--- src/rtl/mux_arb_pkg.sv ---
// ============================================================================
// mux_arb_pkg : shared types and constants for the round-robin mux arbiter
// Revision    : 1.0
// ============================================================================
`default_nettype none

package mux_arb_pkg;

    localparam int DATA_W = 32;

    localparam logic SRC_A = 1'b0;
    localparam logic SRC_B = 1'b1;

    typedef enum logic {
        ST_EMPTY = 1'b0,
        ST_FULL  = 1'b1
    } state_t;

endpackage

`default_nettype wire

--- src/rtl/mux_arbiter_mux.sv ---
// ============================================================================
// Mux : 2:1 datapath multiplexer (sel=0 -> a, sel=1 -> b)
// Revision : 1.0
// ============================================================================
`default_nettype none

module Mux #(
    parameter int WIDTH = 32
) (
    input  logic             sel,
    input  logic [WIDTH-1:0] a,
    input  logic [WIDTH-1:0] b,
    output logic [WIDTH-1:0] y
);

    assign y = sel ? b : a;

endmodule

`default_nettype wire

--- src/rtl/mux_arbiter.sv ---
// ============================================================================
// mux_arbiter : round-robin arbiter sharing one 2:1 mux, registered output
// Revision    : 1.0
// ============================================================================
`default_nettype none

module mux_arbiter
    import mux_arb_pkg::*;
#(
    parameter int WIDTH = DATA_W
) (
    input  logic             clk,
    input  logic             rst_n,
    input  logic             a_valid,
    input  logic [WIDTH-1:0] a_data,
    output logic             a_ready,
    input  logic             b_valid,
    input  logic [WIDTH-1:0] b_data,
    output logic             b_ready,
    output logic             y_valid,
    output logic [WIDTH-1:0] y_data,
    input  logic             y_ready,
    output logic             y_src
);

    state_t           state_q;
    state_t           state_d;
    logic             last_q;
    logic [WIDTH-1:0] y_data_q;
    logic             y_src_q;
    logic             grant;
    logic             load;
    logic             xfer;
    logic [WIDTH-1:0] mux_y;

    // Ties go to the side that did not win the previous transfer.
    always_comb begin
        grant = SRC_A;
        if (a_valid && b_valid) begin
            grant = ~last_q;
        end else if (b_valid) begin
            grant = SRC_B;
        end
    end

    // Readies are gated by rst_n so no handshake completes while in reset.
    assign load    = (state_q == ST_EMPTY) || y_ready;
    assign a_ready = rst_n && load && (grant == SRC_A) && a_valid;
    assign b_ready = rst_n && load && (grant == SRC_B) && b_valid;
    assign xfer    = a_ready || b_ready;

    Mux #(
        .WIDTH (WIDTH)
    ) u_mux (
        .sel (grant),
        .a   (a_data),
        .b   (b_data),
        .y   (mux_y)
    );

    always_comb begin
        state_d = state_q;
        case (state_q)
            ST_EMPTY: if (xfer) state_d = ST_FULL;
            ST_FULL: begin
                if (xfer)         state_d = ST_FULL;
                else if (y_ready) state_d = ST_EMPTY;
            end
            default: state_d = ST_EMPTY;
        endcase
    end

    always_ff @(posedge clk or negedge rst_n) begin
        if (!rst_n) begin
            state_q  <= ST_EMPTY;
            last_q   <= SRC_B;
            y_data_q <= '0;
            y_src_q  <= SRC_A;
        end else begin
            state_q <= state_d;
            if (xfer) begin
                y_data_q <= mux_y;
                y_src_q  <= grant;
                last_q   <= grant;
            end
        end
    end

    assign y_valid = (state_q == ST_FULL);
    assign y_data  = y_data_q;
    assign y_src   = y_src_q;

endmodule

`default_nettype wire

--- config.mk ---
export PLATFORM = sky130hd
export DESIGN_NAME = mux_arbiter
export DESIGN_NICKNAME = d
export VERILOG_FILES = /design/src/rtl/mux_arb_pkg.sv /design/src/rtl/mux_arbiter_mux.sv /design/src/rtl/mux_arbiter.sv
export SDC_FILE = /design/constraint.sdc
export NUM_CORES = 1
export LEC_CHECK = 0
export BUFFER_PORTS_ARGS = -buffer_cell sky130_fd_sc_hd__clkbuf_2
export CAP_MARGIN = 40
export CORE_MARGIN = 1.5
export CORE_UTILIZATION = 35
export DETAILED_ROUTE_END_ITERATION = 8
export PLACE_DENSITY = 0.66
export SYNTH_ARGS = -nofsm -noshare
export SYNTH_HDL_FRONTEND = slang
export SYNTH_SLANG_ARGS = --single-unit
--- constraint.sdc ---
create_clock -name clk -period 1.5 [get_ports clk]
set_input_delay 0 -clock clk [delete_from_list [all_inputs] [get_ports clk]]
set_output_delay 0 -clock clk [all_outputs]
set_load 0.005 [all_outputs]
Word-level counts from Yosys, hierarchy flattened. Index checks and enable logic that the tools add are counted.

Mux-type cells: 7. Bitwise gates (word level): 3. Reductions and logical operators: 8.

Operators with widths (number): 32-bit 2-to-1 mux (1); 1-bit logical AND (6); 1-bit 2-to-1 mux (5); 1-bit NOT (3); 1-bit logical OR (2); 1-bit case mux with 2 select lines (1).

Flip-flop bits (word level): 35. Output and inout bits: 36. Logic and storage cells: 22.

Depth between registers and ports, before layout. Gate-level depths: netlist of the first run.

Depth in word-level cells: 8. Depth in mapped cells: 5.

Modules after synthesis. From an unflattened synthesis of the first run, not the netlist that was laid out.

Cell total of the unflattened synthesis: 116. Area total of the unflattened synthesis: 1900.6 um^2.

Modules (own cells, without submodules): mux_arbiter (times used 1, cells an instance 80, area an instance 1356.3 um^2, sequential area each 877.1 um^2); Mux (times used 1, cells an instance 36, area an instance 544.3 um^2, sequential area each 0.0 um^2).

Worst setup path after synthesis of the first run. No wires, ideal clock.

Path type: reg2reg. From: reg last_q. To: reg y_data_q[0], in the netlist y_data[0]. Library setup time: 0.128 ns. Data arrival time: 1.133 ns. Data required time: 1.372 ns. Setup slack: 0.239 ns. Stages on the path, launching flop included: 6. Buffers on the path: 2. Period minus slack after synthesis: 1.261 ns. Cells stage by stage: dfstp_2 nor2b_1 buf_2 buf_6 o32ai_1 a2bb2oi_1.

Longest elaborated chain between the ends: 6. Elaborated cells on any way between the ends: 9. Those cells by class: 2 x mux; 2 x bitwise; 5 x reduce/logical.

Ends and longest elaborated chain: from (decl) (line mux_arbiter.sv:28) `logic last_q;`; from (signal assigned) (line mux_arbiter.sv:84) `last_q <= grant;`; 1-bit NOT * (line mux_arbiter.sv:40) `grant = ~last_q;`; 1-bit 2-to-1 mux * (line mux_arbiter.sv:39) `if (a_valid && b_valid) begin`; 1-bit NOT (line mux_arbiter.sv:48) `assign a_ready = rst_n && load && (grant == SRC_A) && a_valid;`; 1-bit logical AND (2 in a row) (line mux_arbiter.sv:48); 1-bit logical OR (line mux_arbiter.sv:50) `assign xfer = a_ready || b_ready;`; to (signal assigned) (line mux_arbiter.sv:82) `y_data_q <= mux_y;`; to (decl) (line mux_arbiter.sv:29) `logic [WIDTH-1:0] y_data_q;`.

Every way passes the cells marked *; elsewhere a longest branch is shown, timed or not. A chain may end at the register's enable or synchronous reset.

Final worst setup path of the first run.
From: reg last_q. To: out b_ready.

Longest elaborated chain between the ends: 4.

Ends and longest elaborated chain: 1-bit NOT (line mux_arbiter.sv:40); 1-bit 2-to-1 mux (line mux_arbiter.sv:39); 1-bit logical AND (2 in a row) (line mux_arbiter.sv:49) `assign b_ready = rst_n && load && (grant == SRC_B) && b_valid;`; to (decl) (line mux_arbiter.sv:19) `output logic b_ready,`.

Every way passes these cells.

==> results of run 1 <==
[kinds of logic after synthesis]
kind of cell	Yosys count	share of synthesized area, %
buffers and inverters	20	9.05
flip-flops	35	50.0
AND/OR/NAND/NOR	9	3.56
AO/OA/AOI/OAI	70	37.4
[per-layer routing]
layer  up-vias  global-route usage (%)  part of all wire (%)
met1       818                    22.9                    42
li1        800                       -                     -
met2        58                    33.8                    52
met3         6                    5.08                   5.1
met4         0                    5.35                  0.78
met5         -                       0                     0
[through the flow]
stage               setup WS, ns  cells  instance area (sq um)  hold slack (ns)
floorplan                  0.239    134                   1760           -0.296
global placement           0.103    301                   2330           0.0213
detailed placement        0.0726    301                   2330           0.0286
CTS                       0.0264    323                   2600          0.00106
global route             0.00702    323                   2620           0.0145
finish                    0.0766    323                   2620          0.00862
[power by group through the flow]
| stage | logic (mW) | registers [mW] | clock network (mW) |
|---|---|---|---|
| floorplan | 0.486 | 1.27 | 0 |
| CTS | 0.899 | 1.25 | 1.05 |
| global route | 0.980 | 1.28 | 1.09 |
| global placement | 0.855 | 1.27 | 0 |
| finish | 0.897 | 1.26 | 1.02 |
| detailed placement | 0.871 | 1.26 | 0 |
[cell type report]
class	count	area [sq um]	area share [%]
clock buffer	5	68.8	2.63
sequential	35	877	33.5
tap	67	83.8	3.20
timing repair buffer	131	778	29.7
inverter	3	11.3	0.430
multi-input combinational	79	729	27.9
clock inverter	3	67.6	2.58
[synthesized netlist by cell type]
| master | instances | share of area (%) |
|---|---|---|
| o32ai_1 | 28 | 14 |
| buf_2 | 7 | 2.0 |
| nand2b_1 | 1 | 0.36 |
| a31oi_1 | 2 | 0.71 |
| nor3_4 | 1 | 0.93 |
| a2bb2oi_2 | 4 | 3.4 |
| nor3_1 | 1 | 0.28 |
| a2bb2oi_1 | 28 | 14 |
| inv_1 | 2 | 0.43 |
| nand2_1 | 1 | 0.21 |
| dfrtp_1 | 34 | 48 |
| buf_6 | 10 | 6.4 |
| nor2b_1 | 1 | 0.36 |
| o221ai_1 | 1 | 0.50 |
| o32ai_2 | 4 | 3.7 |
| dfstp_2 | 1 | 1.5 |
| nor2b_4 | 1 | 0.78 |
| a21bo_1 | 1 | 0.57 |
| inv_2 | 1 | 0.21 |
| nor2_1 | 3 | 0.64 |
| o21ai_0 | 2 | 0.57 |
[repair_timing]
action / 4_1_cts / 5_1_grt
resized for setup: 0 / 3
endpoints found under the setup margin: 0 / 11
hold endpoints to repair: 47 / 0
setup buffers: 0 / 0
hold buffers: 14 / 0
[worst max-delay path, cell delays in order, from the launching register on]
cell	delay [ns]
dfstp_2	0.58
a21bo_1	0.18
buf_6	0.20
nor2_1	0.05
clkbuf_2	0.11
[flip-flops by register name, indices dropped and copies added (netlist names)]
register / flops
y_src: 1
last_q: 1
y_data: 32
y_valid: 1
[worst paths after layout]
kind	endpoint	cells after the start	slack, ns	start
min in group asynchronous	y_data[20]	3	0.22	rst_n
max	b_ready	4	0.08	last_q
max reg2reg	y_data[15]	4	0.11	last_q
min reg2reg	y_data[5]	1	0.53	y_data[5]
min	y_data[1]	3	0.009	b_data[1]
max in group asynchronous	y_data[1]	3	1.03	rst_n
==> key figures, run 1 <==
Clock tree
  • H-Tree Depth: 2
  • Clock Sinks: 35
  • TritonCTS clock tree: built
  • Inserted Clock Buffers: 5
  • Clock root buffer: clkbuf_8
  • Worst skew pair latency: slightly below 0.3 ns
  • CTS max path bufs: 2
  • Clk pin slew, worst setup/hold paths: 0.08 ns

Cells and area
  • Most common cell after layout, fill and taps aside: clkbuf_2
  • Most frequent cells in the layout: clkbuf_2, dfrtp_1, o32ai_1, a2bb2oi_1, dlygate4sd3_1
  • Area growth, synth to finish: 49.0%
  • Antenna diodes: 0
  • FILL cells: 457
  • Util after Layout: 54.7%
  • Layout cells sized above 1: 54.3%
  • Nets@finish: 324

Yosys
  • Unique masters post-synth: 21
  • Syn Area/Cell: 13.1 sq um
  • Syn Inst Count: 134
  • Synth warn: 0
  • Synth Cell Area: around 1800 sq um
  • Post-synthesis register bit count: 35
  • Syn nets: 203
  • Seq/Total Area, Yosys: 50.0%

Pwr
  • P per Cell Area: 1210 nW/um^2
  • Flop pwr share: 39.6%
  • Internal: 2.31 mW
  • Static Leak: 1.21 nW
  • Switching Share: 27.3%
  • Clock share of power: 32.1%
  • Worst IR Drop VDD: between 0.5 and 0.6 mV
  • Total power: between 3 and 4 mW
  • Switch Pwr: between 800 and 900 uW
  • Combinational Power Share: between 20% and 30%

Setup path
  • WP data required: 1.50 ns
  • Critical Path Start Type: flip-flop
  • Crit path kind: flip-flop to primary output
  • CP Capture Type: primary output
  • Worst-path maximum fanout: 18
  • Arr. time, crit path: 1.42 ns

Place
  • Routability Congestion: 0.803
  • DPL Wire Length: about 3400 microns
  • IO Port Bufs: 104

Timing
  • Final period utilization: 94.9%
  • Max Clock Freq: 703 MHz
  • Setup TNS Final: 0 ns
  • Tmin final: 1.42 ns
  • Fin. max-slew vios: 0
  • Worst Skew: 0.0109 ns
  • Worst-Margin Slew: between 0.3 and 0.4 ns
  • RSZ-0062 raised after global routing: no
  • # setup viols final: 0
  • Relative slew slack: between 70 and 80%
  • Endpoints failing hold: 0

Detailed routing
  • Antenna Nets Post-Route: 0
  • Routed via count: around 1,700
  • WL per Instance: 15.4 microns
  • Post-route DRC: 0
  • Drt pass-1 iters: 4
  • Total Wirelength: around 5000 microns
  • First-iteration detailed-routing DRC count: 57
  • DR vias/cell: 5.21

Worst hold path
  • Hold Path Class: primary input to flip-flop

Global route
  • Total gr overflow: 0
  • Antenna violations before repair: 0
  • Tot GR Track Use: 19.2%
  • Vias in the first global route: 1,669
  • Largest net degree at the start of global routing: 20
  • First-pass GRT wire length: 7910 microns

Die
  • Core area: 4790 sq um
  • Site Rows: 25
  • Starting Density: 36.7%
  • IO Count: 105
  • Die Span X: 73.8 microns
  • Die area: 5450 sq um
  • Die height: 73.8 microns

Flow run
  • Max-cap viol count: 0

Outcome
  • Outcome: finished, final reports clean
Note: power is estimated with default switching activity, not from simulation.
==> inputs of run 2 (changes only) <==
--- a/config.mk
+++ b/config.mk
@@ -10,7 +10,7 @@
 export CORE_MARGIN = 1.5
 export CORE_UTILIZATION = 35
 export DETAILED_ROUTE_END_ITERATION = 8
-export PLACE_DENSITY = 0.66
+export PLACE_DENSITY_LB_ADDON = 0.1
 export SYNTH_ARGS = -nofsm -noshare
 export SYNTH_HDL_FRONTEND = slang
 export SYNTH_SLANG_ARGS = --single-unit
==> key figures, run 2 (synthesis results as in run 1) <==
Outcome
  • Outcome: finished, final reports clean

Timing
  • Fin. max-slew vios: 0 (unchanged)
  • Worst Skew: 0.00353 ns (-0.00735 ns)
  • Endpoints failing hold: 0 (unchanged)
  • RSZ-0062 raised after global routing: no
  • Final worst slack: 0.114 ns (+0.0376 ns)
  • Tmin final: 1.39 ns (-0.0376 ns)
  • Max Clock Freq: 722 MHz (+2.7%)
  • Worst Hold Slack: 0.0123 ns (+0.00364 ns)
  • # setup viols final: 0 (unchanged)
  • Final period utilization: 92.4% (-2.5 points)
  • Relative slew slack: 81.7% (+4.2 points)
  • Setup TNS Final: 0 ns (unchanged)
  • Worst-Margin Slew: 0.274 ns (-0.0628 ns)

Pwr
  • Total power: 2.85 mW (-10%)
  • Switching Share: 28.4% (+1.2 points)
  • Internal: 2.04 mW (-12%)
  • Combinational Power Share: 30.4% (+2.1 points)
  • Clock share of power: 25.5% (-6.6 points)
  • P per Cell Area: 1160 nW/um^2 (-4.4%)
  • Static Leak: 1.15 nW (-5.4%)
  • Switch Pwr: 809 uW (-6.4%)
  • Worst IR Drop VDD: 0.612 mV (+19%)
  • Flop pwr share: 44.1% (+4.5 points)

Place
  • DPL Wire Length: 3740 microns (+9.1%)
  • Routability Congestion: 0.733 (-8.7%)
  • IO Port Bufs: 104 (unchanged)
  • Dpl ws: 0.159 ns (+0.0860 ns)

Die
  • IO Count: 105 (unchanged)
  • Core area: 4790 sq um (unchanged)
  • Die area: 5450 sq um (unchanged)
  • Starting Density: 36.7% (unchanged)
  • Site Rows: 25 (unchanged)
  • Die height: 73.8 microns (unchanged)
  • Die Span X: 73.8 microns (unchanged)

Detailed routing
  • First-iteration detailed-routing DRC count: 69 (+21%)
  • DR vias/cell: 5.33 (+2.4%)
  • Routed via count: 1,659 (-1.4%)
  • Post-route DRC: 0 (unchanged)
  • Antenna Nets Post-Route: 0 (unchanged)
  • Total Wirelength: 4880 microns (-1.9%)
  • WL per Instance: 15.7 microns (+1.9%)
  • Drt pass-1 iters: 4 (unchanged)

Cells and area
  • Nets@finish: 312 (-3.7%)
  • Layout cells sized above 1: 56.1% (+1.9 points)
  • Most frequent cells in the layout: clkbuf_2, dfrtp_1, o32ai_1, a2bb2oi_1, buf_4
  • Max FFs per register: 32 (unchanged)
  • FILL cells: 458 (+0.22%)
  • Most common cell after layout, fill and taps aside: clkbuf_2
  • Antenna diodes: 0 (unchanged)
  • Area growth, synth to finish: 40.1%

Worst hold path
  • Hold Path Class: primary input to flip-flop
  • HP Start: b_data[8]
  • Sink of the worst hold path: y_data[8]
  • WHS Path Cells: 3 (unchanged)

Flow run
  • Max-cap viol count: 0 (unchanged)

Global route
  • Tot GR Track Use: 19.0% (-0.24 points)
  • Antenna violations before repair: 0 (unchanged)
  • First-pass GRT wire length: 7790 microns (-1.5%)
  • Largest net degree at the start of global routing: 20 (unchanged)
  • Vias in the first global route: 1,657 (-0.72%)
  • Total gr overflow: 0 (unchanged)

Setup path
  • R2R cell count: 4 (unchanged)
  • Worst R2R Setup Slack: 0.17 ns (+0.06 ns)
  • WP data required: 1.50 ns (about the same)
  • Critical Path Start Type: flip-flop
  • CP Capture Type: primary output
  • Arr. time, crit path: 1.39 ns (-0.03 ns)
  • Worst-path maximum fanout: 16 (-2)
  • Worst r2r dst: y_data[4]
  • RR Startpoint: last_q
  • Crit path kind: flip-flop to primary output

Clock tree
  • CTS max path bufs: 2 (unchanged)
  • Inserted Clock Buffers: 5 (unchanged)
  • H-Tree Depth: 2 (unchanged)
  • TritonCTS clock tree: built
  • Clock Sinks: 35 (unchanged)
  • Clock root buffer: clkbuf_8
  • Clk pin slew, worst setup/hold paths: 0.07 ns (about the same)
  • Post CTS Setup Buffer Count: 0 (unchanged)
  • Worst skew pair latency: 0.28 ns (about the same)
==> run 2: cell count changes in the layout (fill, tap and decap cells not counted) <==
cell,delta
clkinvlp_4,-1
clkbuf_8,+2
bufinv_16,-2
clkbuf_1,+1
buf_6,-1
dlygate4sd3_1,-11
==> run 2: how the worst max path moves through the flow <==
stage                     startpoint          to  slack (ns)  cells after the start
after floorplan               last_q   y_data[0]        0.24                      5
after global placement        last_q   y_data[7]        0.20                      4
after detailed placement      last_q  y_data[21]        0.16                      4
after CTS                      rst_n     a_ready        0.07                      6
after global routing          last_q     b_ready        0.04                      4
final                         last_q     b_ready        0.11                      4
==> run 2: power by group through the flow <==
stage | combinational (mW) | clock (mW) | sequential [mW]
after floorplan | 0.486 | 0 | 1.27
after global placement | 0.847 | 0 | 1.26
after detailed placement | 0.870 | 0 | 1.27
after CTS | 0.876 | 0.757 | 1.25
after global routing | 0.948 | 0.807 | 1.28
final | 0.866 | 0.727 | 1.25
==> run 2: critical path, stage by stage, from the launching register on <==
cell and delay, ns:
dfstp_2 0.58, a21bo_1 0.14, buf_4 0.22, nor2_1 0.06, clkbuf_2 0.11
==> run 2: routing by layer <==
layer  up-vias  track usage, %  share of wire, %
met5         -               0                 0
met4         0            8.64               1.8
met3         7            3.98               6.5
met2        64            28.8                48
met1       813            25.9                44
li1        775               -                 -
==> run 2: layout make-up <==
| cell class | count | area (sq um) | area share, % |
|---|---|---|---|
| Clock buffer | 8 | 100 | 4.07 |
| Inverter | 3 | 11.3 | 0.458 |
| Timing Repair Buffer | 119 | 657 | 26.7 |
| Tap cell | 67 | 83.8 | 3.41 |
| Sequential cell | 35 | 877 | 35.7 |
| Multi-Input combinational cell | 79 | 729 | 29.7 |
==> run 2: repair_timing <==
item                                    CTS  global route
hold buffers                              3             0
endpoints found under the setup margin    0             2
endpoints found under the hold margin    36             0
resized for setup                         0             2
==> run 2: through the flow <==
stage / utilization [%] / std cells / area (sq um)
finish: 51.4 / 311 / 2460
global route: 51.4 / 311 / 2460
CTS: 51.2 / 311 / 2450
detailed placement: 48.5 / 300 / 2320
global placement: 48.5 / 300 / 2320
floorplan: - / 134 / 1760
==> inputs of run 3 (changes only) <==
--- a/config.mk
+++ b/config.mk
@@ -5,12 +5,13 @@
 export SDC_FILE = /design/constraint.sdc
 export NUM_CORES = 1
 export LEC_CHECK = 0
-export BUFFER_PORTS_ARGS = -buffer_cell sky130_fd_sc_hd__clkbuf_2
 export CAP_MARGIN = 40
 export CORE_MARGIN = 1.5
 export CORE_UTILIZATION = 35
 export DETAILED_ROUTE_END_ITERATION = 8
+export DONT_BUFFER_PORTS = 1
 export PLACE_DENSITY_LB_ADDON = 0.1
+export RECOVER_POWER = 25
 export SYNTH_ARGS = -nofsm -noshare
 export SYNTH_HDL_FRONTEND = slang
 export SYNTH_SLANG_ARGS = --single-unit
==> key figures, run 3 (synthesis results as in run 1) <==
Die
  • Die area: 5450 sq um (unchanged)
  • Site Rows: 25 (unchanged)
  • Core area: 4790 sq um (unchanged)
  • Die height: 73.8 microns (unchanged)
  • Die Span X: 73.8 microns (unchanged)
  • IO Count: 105 (unchanged)
  • Starting Density: 36.7% (unchanged)

Detailed routing
  • Total Wirelength: 5680 microns (+16%)
  • Post-route DRC: 0 (unchanged)
  • Antenna Nets Post-Route: 0 (unchanged)
  • DR vias/cell: 5.71 (+7.1%)
  • First-iteration detailed-routing DRC count: 93 (+35%)
  • Routed via count: 1,560 (-6.0%)
  • Drt pass-1 iters: 4 (unchanged)
  • WL per Instance: 20.8 microns (+32%)

Timing
  • Endpoints failing hold: 0 (unchanged)
  • Final period utilization: 91.4% (-1.0 points)
  • Worst Skew: 0.00378 ns (+0.000254 ns)
  • Final worst slack: 0.129 ns (+0.0150 ns)
  • Worst-Margin Slew: 0.762 ns (+0.487 ns)
  • # setup viols final: 0 (unchanged)
  • Max Clock Freq: 730 MHz (+1.1%)
  • Fin. max-slew vios: 0 (unchanged)
  • Setup TNS Final: 0 ns (unchanged)
  • Tmin final: 1.37 ns (-0.0150 ns)
  • Relative slew slack: 49.1% (-33 points)
  • RSZ-0062 raised after global routing: no

Worst hold path
  • Hold Path Class: primary input to flip-flop
  • WHS Path Cells: 2 (-1)
  • Sink of the worst hold path: y_src
  • HP Start: rst_n

Place
  • Dpl ws: 0.205 ns (+0.0464 ns)
  • Routability Congestion: 0.715 (-2.4%)
  • DPL Wire Length: 3010 microns (-19%)
  • IO Port Bufs: 0 (-100%)
  • Dpl cells: 192 (-36%)

Setup path
  • Worst R2R Setup Slack: 0.13 ns (-0.04 ns)
  • Slowest-stage cell, CP: dlygate4sd3_1
  • Worst path cell trace: nand2b_1 -> o21ai_0 -> dlygate4sd3_1
  • Crit path kind: flip-flop to flip-flop
  • RR Startpoint: y_valid
  • Worst r2r dst: y_valid
  • Critical Path Start Type: flip-flop
  • Slowest stage delay, CP: 0.58 ns (about the same)
  • R2R cell count: 3 (-1)
  • Bufs and invs on worst path: 1 (-1)
  • Arr. time, crit path: 1.53 ns (+0.14 ns)
  • CP Capture Type: flip-flop
  • Worst-path maximum fanout: 3 (-13)
  • Family with the most delay on the worst path: buffers and inverters
  • WP data required: 1.66 ns (+0.16 ns)

Cells and area
  • Antenna diodes: 0 (unchanged)
  • Area growth, synth to finish: 49.5%
  • Most common cell after layout, fill and taps aside: dlygate4sd3_1
  • Post-Layout Cell Count: 273 (-12%)
  • FILL cells: 408 (-11%)
  • Most frequent cells in the layout: dlygate4sd3_1, dfrtp_1, o32ai_1, a2bb2oi_1
  • Max FFs per register: 32 (unchanged)
  • Nets@finish: 274 (-12%)
  • Layout cells sized above 1: 15.0% (-41 points)

Clock tree
  • Post CTS Setup Buffer Count: 0 (unchanged)
  • Clock root buffer: clkbuf_8
  • H-Tree Depth: 2 (unchanged)
  • Worst skew pair latency: 0.28 ns (about the same)
  • TritonCTS clock tree: built
  • CTS max path bufs: 2 (unchanged)
  • Inserted Clock Buffers: 5 (unchanged)
  • Clk pin slew, worst setup/hold paths: 0.07 ns (about the same)
  • Clock Sinks: 35 (unchanged)

Pwr
  • Static Leak: 1.00 nW (-13%)
  • Worst IR Drop VDD: 0.658 mV (+7.4%)
  • Internal: 1.93 mW (-5.3%)
  • Combinational Power Share: 26.8% (-3.6 points)
  • Clock share of power: 25.5% (about the same)
  • Switch Pwr: 802 uW (-0.93%)
  • P per Cell Area: 1040 nW/um^2 (-10%)
  • Flop pwr share: 47.7% (+3.6 points)
  • Switching Share: 29.3% (+0.92 points)

Global route
  • Total gr overflow: 0 (unchanged)
  • First-pass GRT wire length: 8310 microns (+6.7%)
  • Largest net degree at the start of global routing: 38 (+90%)
  • Tot GR Track Use: 20.7% (+1.8 points)
  • Vias in the first global route: 1,609 (-2.9%)
  • Antenna violations before repair: 0 (unchanged)

Flow run
  • Max-cap viol count: 0 (unchanged)

Outcome
  • Outcome: finished, final reports clean
run 3: cell count changes in the layout (fill, tap and decap cells not counted):
cell / delta
buf_12: +1
clkbuf_2: -104
clkinv_2: +1
clkbuf_8: -1
nor2b_4: -1
buf_8: +1
dlygate4sd3_1: +67
clkdlybuf4s25_1: +1
clkbuf_16: +1
nor2b_2: +1
buf_4: -4
buf_6: -1
run 3: worst max path at each step:
stage                        from    endpoint  slack, ns  cells past startpoint
after floorplan            last_q   y_data[0]       0.24                      5
after global placement     last_q  y_data[26]       0.22                      4
after detailed placement   last_q   y_data[7]       0.21                      4
after CTS                   rst_n     y_valid       0.07                      5
after global routing       last_q  y_data[12]       0.07                      4
final                     y_valid     y_valid       0.13                      3
run 3: power groups by stage:
| stage | registers, mW | logic, mW | clock network (mW) |
|---|---|---|---|
| after floorplan | 1.27 | 0.486 | 0 |
| after global placement | 1.32 | 0.505 | 0 |
| after detailed placement | 1.31 | 0.533 | 0 |
| after CTS | 1.30 | 0.706 | 0.735 |
| after global routing | 1.33 | 0.790 | 0.770 |
| final | 1.30 | 0.733 | 0.697 |
run 3: metrics by stage:
stage	instance area, sq um	hold WS (ns)	util (%)	total power [mW]
2_1_floorplan	1760	-0.296	-	1.76
3_3_place_gp	1760	-0.295	36.8	1.82
3_5_place_dp	1780	-0.295	37.1	1.85
4_1_cts	2570	0.0126	53.7	2.74
5_1_grt	2620	0.0279	54.8	2.88
6_report	2620	0.0128	54.8	2.73
run 3: layout make-up:
type | count | area [sq um] | share of cell area, %
tap | 67 | 83.8 | 3.20
multi-input combinational | 79 | 724 | 27.6
clock inverter | 1 | 5.00 | 0.191
inverter | 3 | 11.3 | 0.429
clock buffer | 7 | 86.3 | 3.29
timing repair buffer | 81 | 836 | 31.9
sequential | 35 | 877 | 33.4
run 3: timing repair:
item	4_1_cts	5_1_grt
hold buffers	69	3
resized for setup	0	1
setup endpoints to repair	0	2
hold endpoints to repair	70	34
run 3: worst register-to-register path, delay by kind of cell, from the launching register on:
kind            cells  cell delay, ns
compound gates      1            0.12
buf+inv             1            0.59
flops               1            0.41
simple gates        1            0.13
run 3: per-layer routing:
layer  global-route usage [%]  up-vias  routed length, microns
li1                         -      706                       -
met1                     24.1      770                    2280
met2                     36.2       78                    3010
met3                     5.90        6                     323
met4                     7.41        0                      59
met5                        0        -                       0
